<file path="src/rtl/bit_reverse_stream_if.sv">
// Valid/ready stream bundle for bit_reverse_stream: producer side, consumer side and occupancy.
// The slave modport is the block's view. The master modport is the view of the environment driving it.
interface bit_reverse_stream_if #(
    parameter int DATA_WIDTH = 16,
    parameter int DEPTH      = 4
);
    localparam int LW = $clog2(DEPTH) + 1;

    logic                  in_valid;
    logic                  in_ready;
    logic [DATA_WIDTH-1:0] in_data;
    logic [1:0]            in_mode;
    logic                  out_valid;
    logic                  out_ready;
    logic [DATA_WIDTH-1:0] out_data;
    logic [LW-1:0]         level;

    modport slave (
        input  in_valid, in_data, in_mode, out_ready,
        output in_ready, out_valid, out_data, level
    );

    modport master (
        output in_valid, in_data, in_mode, out_ready,
        input  in_ready, out_valid, out_data, level
    );
endinterface

</file>
<file path="src/rtl/bit_reverse_stream.sv">
// Streaming word permuter: pass / full bit reverse / byte swap / per-byte bit reverse,
// with results buffered in a first-word-fall-through FIFO.
module bit_reverse_stream #(
    parameter int DATA_WIDTH = 16,
    parameter int DEPTH      = 4,
    localparam int LW        = $clog2(DEPTH) + 1
) (
    input  logic                   clk,
    input  logic                   rst,
    bit_reverse_stream_if.slave    bus
);
    localparam int PW = $clog2(DEPTH);
    localparam int NB = DATA_WIDTH / 8;

    logic [DATA_WIDTH-1:0] rev_w, swp_w, brv_w, perm_w;

    for (genvar b = 0; b < DATA_WIDTH; b++) begin : g_rev
        assign rev_w[b] = bus.in_data[DATA_WIDTH-1-b];
    end

    for (genvar k = 0; k < NB; k++) begin : g_byte
        assign swp_w[8*k +: 8] = bus.in_data[8*(NB-1-k) +: 8];
        for (genvar j = 0; j < 8; j++) begin : g_bit
            assign brv_w[8*k+j] = bus.in_data[8*k+7-j];
        end
    end

    always_comb begin
        perm_w = bus.in_data;
        case (bus.in_mode)
            2'b01:   perm_w = rev_w;
            2'b10:   perm_w = swp_w;
            2'b11:   perm_w = brv_w;
            default: perm_w = bus.in_data;
        endcase
    end

    logic [DATA_WIDTH-1:0] mem_q [DEPTH];
    logic [PW-1:0]         wr_ptr_q, wr_ptr_d, rd_ptr_q, rd_ptr_d, rd_next_w;
    logic [LW-1:0]         level_q, level_d;
    logic [DATA_WIDTH-1:0] head_q, head_d;
    logic                  in_ready_w, push_w, pop_w;

    assign in_ready_w = (level_q != LW'(DEPTH)) && !rst;
    assign push_w     = bus.in_valid && in_ready_w;
    assign pop_w      = (level_q != '0) && bus.out_ready;
    assign rd_next_w  = rd_ptr_q + PW'(1);

    // head_q mirrors the FIFO head so out_data is registered and holds its last value when empty.
    always_comb begin
        wr_ptr_d = push_w ? wr_ptr_q + PW'(1) : wr_ptr_q;
        rd_ptr_d = pop_w ? rd_next_w : rd_ptr_q;
        level_d  = level_q;
        if (push_w && !pop_w)
            level_d = level_q + LW'(1);
        else if (pop_w && !push_w)
            level_d = level_q - LW'(1);
        head_d = head_q;
        if (level_q == '0) begin
            if (push_w)
                head_d = perm_w;
        end else if (pop_w) begin
            if (level_q > LW'(1))
                head_d = mem_q[rd_next_w];
            else if (push_w)
                head_d = perm_w;
        end
    end

    always_ff @(posedge clk) begin
        if (rst) begin
            wr_ptr_q <= '0;
            rd_ptr_q <= '0;
            level_q  <= '0;
            head_q   <= '0;
        end else begin
            wr_ptr_q <= wr_ptr_d;
            rd_ptr_q <= rd_ptr_d;
            level_q  <= level_d;
            head_q   <= head_d;
        end
    end

    always_ff @(posedge clk) begin
        if (push_w)
            mem_q[wr_ptr_q] <= perm_w;
    end

    assign bus.in_ready  = in_ready_w;
    assign bus.out_valid = (level_q != '0);
    assign bus.out_data  = head_q;
    assign bus.level     = level_q;
endmodule

</file>
<file path="src/flat_wrapper.sv">
// flat-port wrapper written by rule: the top's interface ports become plain ports
module bit_reverse_stream_flat 
#(
    parameter int DATA_WIDTH = 16,
    parameter int DEPTH      = 4,
    localparam int LW        = $clog2(DEPTH) + 1
)
  (clk, rst, bus_in_valid, bus_in_data, bus_in_mode, bus_out_ready, bus_in_ready, bus_out_valid, bus_out_data, bus_level);
  bit_reverse_stream_if #(.DATA_WIDTH(DATA_WIDTH), .DEPTH(DEPTH)) bus_i ();
  input  logic clk;
  input  logic rst;
  input wire logic [$bits(bus_i.in_valid)-1:0] bus_in_valid;
  input wire logic [$bits(bus_i.in_data)-1:0] bus_in_data;
  input wire logic [$bits(bus_i.in_mode)-1:0] bus_in_mode;
  input wire logic [$bits(bus_i.out_ready)-1:0] bus_out_ready;
  output wire logic [$bits(bus_i.in_ready)-1:0] bus_in_ready;
  output wire logic [$bits(bus_i.out_valid)-1:0] bus_out_valid;
  output wire logic [$bits(bus_i.out_data)-1:0] bus_out_data;
  output wire logic [$bits(bus_i.level)-1:0] bus_level;
  assign bus_i.in_valid = bus_in_valid;
  assign bus_i.in_data = bus_in_data;
  assign bus_i.in_mode = bus_in_mode;
  assign bus_i.out_ready = bus_out_ready;
  assign bus_in_ready = bus_i.in_ready;
  assign bus_out_valid = bus_i.out_valid;
  assign bus_out_data = bus_i.out_data;
  assign bus_level = bus_i.level;
  bit_reverse_stream #(.DATA_WIDTH(DATA_WIDTH), .DEPTH(DEPTH)) u_core (.clk(clk), .rst(rst), .bus(bus_i));
endmodule
</file>
<file path="config.mk">
export PLATFORM = sky130hd
export DESIGN_NAME = bit_reverse_stream_flat
export DESIGN_NICKNAME = d
export VERILOG_FILES = /design/src/rtl/bit_reverse_stream_if.sv /design/src/rtl/bit_reverse_stream.sv /design/src/flat_wrapper.sv
export SDC_FILE = /design/constraint.sdc
export NUM_CORES = 1
export LEC_CHECK = 0
export CORE_MARGIN = 5
export CORE_UTILIZATION = 45
export DETAILED_ROUTE_END_ITERATION = 16
export PLACE_DENSITY = 0.66
export RECOVER_POWER = 50
export REMOVE_ABC_BUFFERS = 1
export SYNTH_ARGS = -nofsm -noshare
export SYNTH_HDL_FRONTEND = slang
export SYNTH_SLANG_ARGS = --single-unit
</file>
<file path="constraint.sdc">
create_clock -name clk -period 3.16 [get_ports clk]
set_input_delay 0.948 -clock clk [delete_from_list [all_inputs] [get_ports clk]]
set_output_delay 0.948 -clock clk [all_outputs]
set_load 0.01 [all_outputs]
</file>
==> metrics, run 1 <==
status=finished clean; GRT overflow=0; top-level I/O count=43; CTS tree=done; Clock Path Buffers=2; XOR/XNOR Fraction of Synth Area=0.0110; Wirelength per Cell=18.6 um; CP arrival=2.12 ns; Final Hold Viols=0; Main synth FF type=edfxtp_1; worst hold start=u_core.bus.out_data[10]$_SDFFE_PP0P_; Lkg Pwr=1.68 nW; GPL Wtd Cong=0.707; CP endpoint kind=output port; met2 wire len=4.29 mm; Mapped Cells=286; gr usage total=0.157; P&R area growth vs syn=17.6%; number of clock sinks=87; largest net degree at the start of global routing=24; root buffer cell=clkbuf_8; Final setup viols=0; Sequential Power Share=0.471; DR pass1 iterations=4; CP startpoint=rst; Post-synth EDFFs=64; CP Data Required Time=2.21 ns; Compound-Gate Fraction of Synth Area=0.0817; CP bufs+invs=2; crit-path cells=clkdlybuf4s50_1, a21oi_2, clkdlybuf4s50_1; Yosys reg bits=87; Slew headroom=0.0397; clk slew on worst S/H paths=0.08 ns; vias in the first global route=2431; Clk Latency, worst-skew pair=0.35 ns; Post-Syn Area per Cell=13.9 um^2; Synth Warn #=0; DP Wirelength=5.43 mm; switching portion of total power=0.324; Pwr Density=695 nW/um^2; count of cell types in the netlist=39; RSZ-0062 raised after global routing=false; Logic pwr share=0.317; port buffer count=42; slowest stage cell, crit path=clkdlybuf4s50_1; Die X=104 um; Final Instance Area=4670 um^2; layout cells sized above 1=0.199; maximum VDD drop=0.358 mV; fmax=326 MHz; Syn Std Cell Area=3970 um^2; Clock power frac=0.211; Async SR Flop Fraction=0; Critical Path Max Stage Delay=0.56 ns; H-tree Lvls=3; CP delay by family, top=buffers and inverters; core area=8640 um^2; Hold Crit Class=reg2reg; P_sw=1.05 mW; post-cts hold buffer count=0; sequential area share after synthesis=0.600; dpl cells=433; max-slew violation count=0; Top Layer Used=met4; Clock Skew=0.00609 ns; met3 routed WL=260 um; drt drc=0; mux contribution to synthesized area=0.139; Final Cycle Share=0.970; Die Area=10800 um^2; Core Rows=34; type of origin of the critical path=input port; Synth Area in Simple Gates=0.0940; drt total wl=8.36 mm; Int Pwr=2.19 mW; vias per inst=5.39; ant diodes=0; die height=104 um; met1 wire length=3.63 mm; Adder-Cell Fraction of Synth Area=0.0252; final cell count without fillers=449; initial antenna violation count=0; Setup TNS Final=0 ns; CTS buffer count=9; Max Cap Viol=0; Antenna Nets Post-Route=0; Iteration-0 DRC Markers=126; min Tclk post-route=3.06 ns; largest family of logic cells by synthesized area=multiplexers; Nets=366; initial core utilization=0.459; final-layout fill cell count=743; Crit Path Class=in2out; DR vias=2422; Least-Margin Pin Slew=1.44 ns; CP Max Fanout=2; Crit path top cell by count=clkdlybuf4s50_1; reg-to-reg critical path startpoint=u_core.bus.level[0]$_SDFFE_PP0P_; first-pass GRT wire length=13.1 mm; placed instance area=4510 um^2
-- metal layers --
metal,GRT usage,up-vias
li1,-,1158
met1,0.197,1203
met2,0.263,46
met3,0.0286,15
met4,0.0731,0
met5,0,-
-- path summary, 6_finish.rpt --
path,end,slack [ns],cells after the start
worst max register to register,u_core.mem_q[3][15]$_DFFE_PP_,0.57,6
worst min register to register,u_core.bus.out_data[10]$_SDFFE_PP0P_,0.50,2
worst min-delay path,u_core.bus.out_data[10]$_SDFFE_PP0P_,0.50,2
worst max-delay path,bus_in_ready,0.1,3
-- synth_stat cells (2+ instances only) --
| cell | instances | area [um^2] |
|---|---|---|
| edfxtp_1 | 64 | 1920 |
| dfxtp_1 | 23 | 460 |
| nand2_1 | 23 | 86.3 |
| inv_1 | 22 | 82.6 |
| nor2_1 | 21 | 78.8 |
| mux4_2 | 16 | 360 |
| nor3_1 | 15 | 75.1 |
| mux2i_1 | 10 | 100 |
| a2111oi_2 | 9 | 135 |
| o21ai_0 | 9 | 45.0 |
| ha_1 | 8 | 100 |
| mux2_2 | 8 | 90.1 |
| or2_2 | 7 | 43.8 |
| buf_2 | 5 | 25.0 |
| a2111oi_0 | 4 | 35.0 |
| a21oi_1 | 4 | 20.0 |
| and3_1 | 4 | 25.0 |
| buf_4 | 4 | 30.0 |
| buf_6 | 4 | 45.0 |
| xor2_1 | 4 | 35.0 |
| a2111oi_1 | 2 | 20.0 |
| clkbuf_1 | 2 | 7.51 |
| nand2b_1 | 2 | 12.5 |
-- power by group through the flow --
stage,combinational (mW),sequential [mW],clock (mW)
finish,1.03,1.53,0.686
global route,1.12,1.55,0.755
CTS,1.07,1.53,0.702
detailed placement,1.07,1.56,0
global placement,1.06,1.56,0
floorplan,0.607,1.56,0
-- state kept, by name (all words and copies together) (netlist names) --
name                 count
u_core.mem_q            64
u_core.bus.out_data     16
u_core.bus.level         3
u_core.rd_ptr_q          2
u_core.wr_ptr_q          2
-- stage by stage --
step	power, mW	hold slack [ns]	utilization	setup slack, ns
after floorplan	2.17	0.495	-	0.774
after global placement	2.61	0.482	0.522	0.0541
after detailed placement	2.63	0.491	0.522	0.0279
after CTS	3.31	0.503	0.542	0.0227
after global routing	3.43	0.552	0.540	0.0539
final	3.24	0.498	0.540	0.0955
-- repair_timing --
action	CTS	global route
setup endpoints to repair	0	1
setup buffers	0	0
gates resized for setup	0	1
hold endpoints to repair	0	0
-- placed cells by master, fill, tap and decap left out, types with 2 or more instances in the layout --
cell              n
buf_4             6
clkbuf_8         10
or2_2             7
clkdlybuf4s50_1  24
nand2b_1          2
nand2_1          23
a21oi_1           3
a2111oi_1         2
mux2_2            8
mux4_2           16
clkbuf_1          7
a2111oi_0         4
nor2_1           21
dfxtp_1          23
dlygate4sd3_1    18
mux2i_1          10
ha_1              8
nor3_1           15
a21oi_2           2
clkinvlp_4        2
o21ai_0           9
and3_1            4
clkinv_2          2
a2111oi_2         9
xor2_1            4
inv_1            22
edfxtp_1         64
-- final cells by class --
type	count	area, um^2	area share
inverter	22	82.6	0.0177
clock buffer	11	141	0.0303
multi-input combinational	161	1400	0.299
tap	108	135	0.0290
clock inverter	5	33.8	0.00724
timing repair buffer	55	495	0.106
sequential	87	2380	0.511
-- kinds of logic (layout without fill, tap and decap cells) --
group	after synthesis	in the layout
AOI/OAI and AO/OA	35	35
muxes	34	34
adders and majority gates	8	8
and+or+nand+nor	79	79
DFF	87	87
buffers and inverters	38	93
xor gates and xnor gates	5	5
-- worst register-to-register path, delay by kind of cell (launching register included) --
family	cells	cell delay, ns
compound gates	1	0.21
buf+inv	3	1.14
simple gates	1	0.17
flops	1	0.40
fa+ha+maj	1	0.29
Power figures use the tool's default switching activity.
==> run 2: changes to the inputs <==
Settings changed: ABC_CLOCK_PERIOD_IN_PS from default to 3160, CTS_CLUSTER_SIZE from default to 25.
==> results of run 2 <==
Same layout as run 1: the final DEF is identical, and so are final timing and power.
==> run 3: changes to the inputs <==
--- a/config.mk
+++ b/config.mk
@@ -11,4 +11,6 @@
 export CTS_CLUSTER_SIZE = 25
 export DETAILED_ROUTE_END_ITERATION = 16
+export GPL_ROUTABILITY_DRIVEN = 0
+export HOLD_SLACK_MARGIN = 0.02
 export PLACE_DENSITY = 0.66
 export RECOVER_POWER = 50
==> constraint.sdc (replaced) <==
create_clock -name clk -period 3.16 [get_ports clk]
set_input_delay 0.316 -clock clk [delete_from_list [all_inputs] [get_ports clk]]
set_output_delay 0.316 -clock clk [all_outputs]
set_load 0.01 [all_outputs]
==> metrics, run 3 (same netlist as run 1, synthesis figures left out) <==
hold path depth=2; Clk Latency, worst-skew pair=0.34 ns; cts repair resizes=0; die height=104 um; Max Cap Viol=0; WHS Endpoint=u_core.bus.out_data[10]$_SDFFE_PP0P_; met2 wire len=4.29 mm; RSZ-0062 raised after global routing=false; met3 routed WL=214 um; post-cts hold buffer count=0; CP endpoint kind=flop; Final Hold Viols=0; vias per inst=5.54; Pwr Density=727 nW/um^2; Hold Crit Class=reg2reg; CP Data Required Time=3.11 ns; maximum VDD drop=0.276 mV; fmax=397 MHz; Slew headroom=0.233; Die X=104 um; worst r2r path cells=5; Nets=364; Final setup viols=0; CP Max Fanout=16; GRT overflow=0; Wirelength per Cell=19.0 um; Critical Path Max Stage Delay=0.85 ns; core area=8640 um^2; root buffer cell=clkbuf_8; drt total wl=8.52 mm; Clock Skew=0.0102 ns; Setup TNS Final=0 ns; CTS buffer count=9; Post-CTS Setup Bufs=0; DR pass1 iterations=5; Biggest register=u_core.mem_q; met1 wire length=3.83 mm; H-tree Lvls=3; Core Rows=34; top-level I/O count=43; final core occ=0.543; drt drc=0; clk slew on worst S/H paths=0.08 ns; Antenna Nets Post-Route=0; layout cells sized above 1=0.186; max-slew violation count=0; Final Cycle Share=0.798; reg-to-reg slack, setup=0.64 ns; Clock Path Buffers=2; largest net degree at the start of global routing=18; max reg flops=64; FF-to-FF End=u_core.mem_q[0][1]$_DFFE_PP_; DP Wirelength=5.73 mm; P&R area growth vs syn=18.3%; CP arrival=2.47 ns; slowest stage cell, crit path=clkbuf_1; min Tclk post-route=2.52 ns; initial core utilization=0.459; gr usage total=0.163; most frequent cells in the layout=edfxtp_1 (64), nand2_1 (23), dfxtp_1 (23); Die Area=10800 um^2; ant diodes=0; first-pass GRT wire length=13.8 mm; reg-to-reg critical path startpoint=u_core.bus.level[1]$_SDFFE_PP0P_; most common cell after layout, fill and taps aside=edfxtp_1; vias in the first global route=2598; number of clock sinks=87; Lkg Pwr=1.70 nW; type of origin of the critical path=flop; Top Layer Used=met4; Crit Path Class=reg2reg; Iteration-0 DRC Markers=157; DR vias=2478; port buffer count=42; crit-path cells=inv_1, ha_1, a21oi_1, and3_1, clkbuf_1; Least-Margin Pin Slew=1.15 ns; CTS tree=done; initial antenna violation count=0; status=finished clean; worst hold start=u_core.bus.out_data[10]$_SDFFE_PP0P_
[run 3: cell count changes in the layout (fill, tap and decap cells not counted), moves of 2 or more]
cell             before  now
bufinv_16             0    2
clkdlybuf4s50_1      24   22
clkinvlp_4            2    0
dlygate4sd3_1        18   20
[run 3: final cells by class]
cell class | instances | area [um^2]
fillers | 727 | 3940
flip-flops and latches | 87 | 2380
multi-input cells | 161 | 1380
repair buffers | 53 | 484
clock buffers | 13 | 160
well taps | 108 | 135
inverters | 22 | 82.6
clock inverters | 3 | 65.1
[run 3: routing by layer]
metal | up-vias | track usage
met2 | 46 | 0.276
li1 | 1154 | -
met3 | 14 | 0.0267
met1 | 1264 | 0.210
met4 | 0 | 0.0657
met5 | - | 0
[run 3: worst max path at each step]
stage / start / end / slack (ns) / cells past startpoint
2_1_floorplan: u_core.bus.level[0]$_SDFFE_PP0P_ / u_core.bus.level[2]$_SDFFE_PP0P_ / 0.93 / 7
6_report: u_core.bus.level[1]$_SDFFE_PP0P_ / u_core.mem_q[0][1]$_DFFE_PP_ / 0.64 / 5
3_5_place_dp: bus_in_mode[1] / u_core.mem_q[2][2]$_DFFE_PP_ / 0.64 / 6
4_1_cts: u_core.bus.level[1]$_SDFFE_PP0P_ / bus_in_ready / 0.74 / 4
3_3_place_gp: bus_in_mode[1] / u_core.mem_q[1][2]$_DFFE_PP_ / 0.70 / 6
5_1_grt: u_core.bus.level[1]$_SDFFE_PP0P_ / u_core.mem_q[0][6]$_DFFE_PP_ / 0.45 / 5
[run 3: critical path, delay by kind of cell (launching register included)]
family                     cells  cell delay, ns
AOI/OAI and AO/OA              1            0.35
adders and majority gates      1            0.23
buffers and inverters          2            0.94
DFF                            1            0.42
and+or+nand+nor                1            0.20
[run 3: through the flow]
| step | cell area, um^2 | instances | worst slack [ns] | hold WS, ns | power [mW] |
|---|---|---|---|---|---|
| floorplan | 3860 | 270 | 0.928 | 0.385 | 2.17 |
| global placement | 4490 | 431 | 0.702 | 0.482 | 2.62 |
| detailed placement | 4490 | 431 | 0.641 | 0.497 | 2.64 |
| CTS | 4720 | 447 | 0.742 | 0.509 | 3.50 |
| global route | 4690 | 447 | 0.453 | 0.564 | 3.60 |
| finish | 4690 | 447 | 0.639 | 0.501 | 3.41 |
[run 3: where the power goes]
group	total, mW	switching [mW]	internal [mW]
clock	0.864	0.370	0.494
sequential	1.51	0.126	1.39
combinational	1.03	0.545	0.489
total	3.41	1.04	2.37
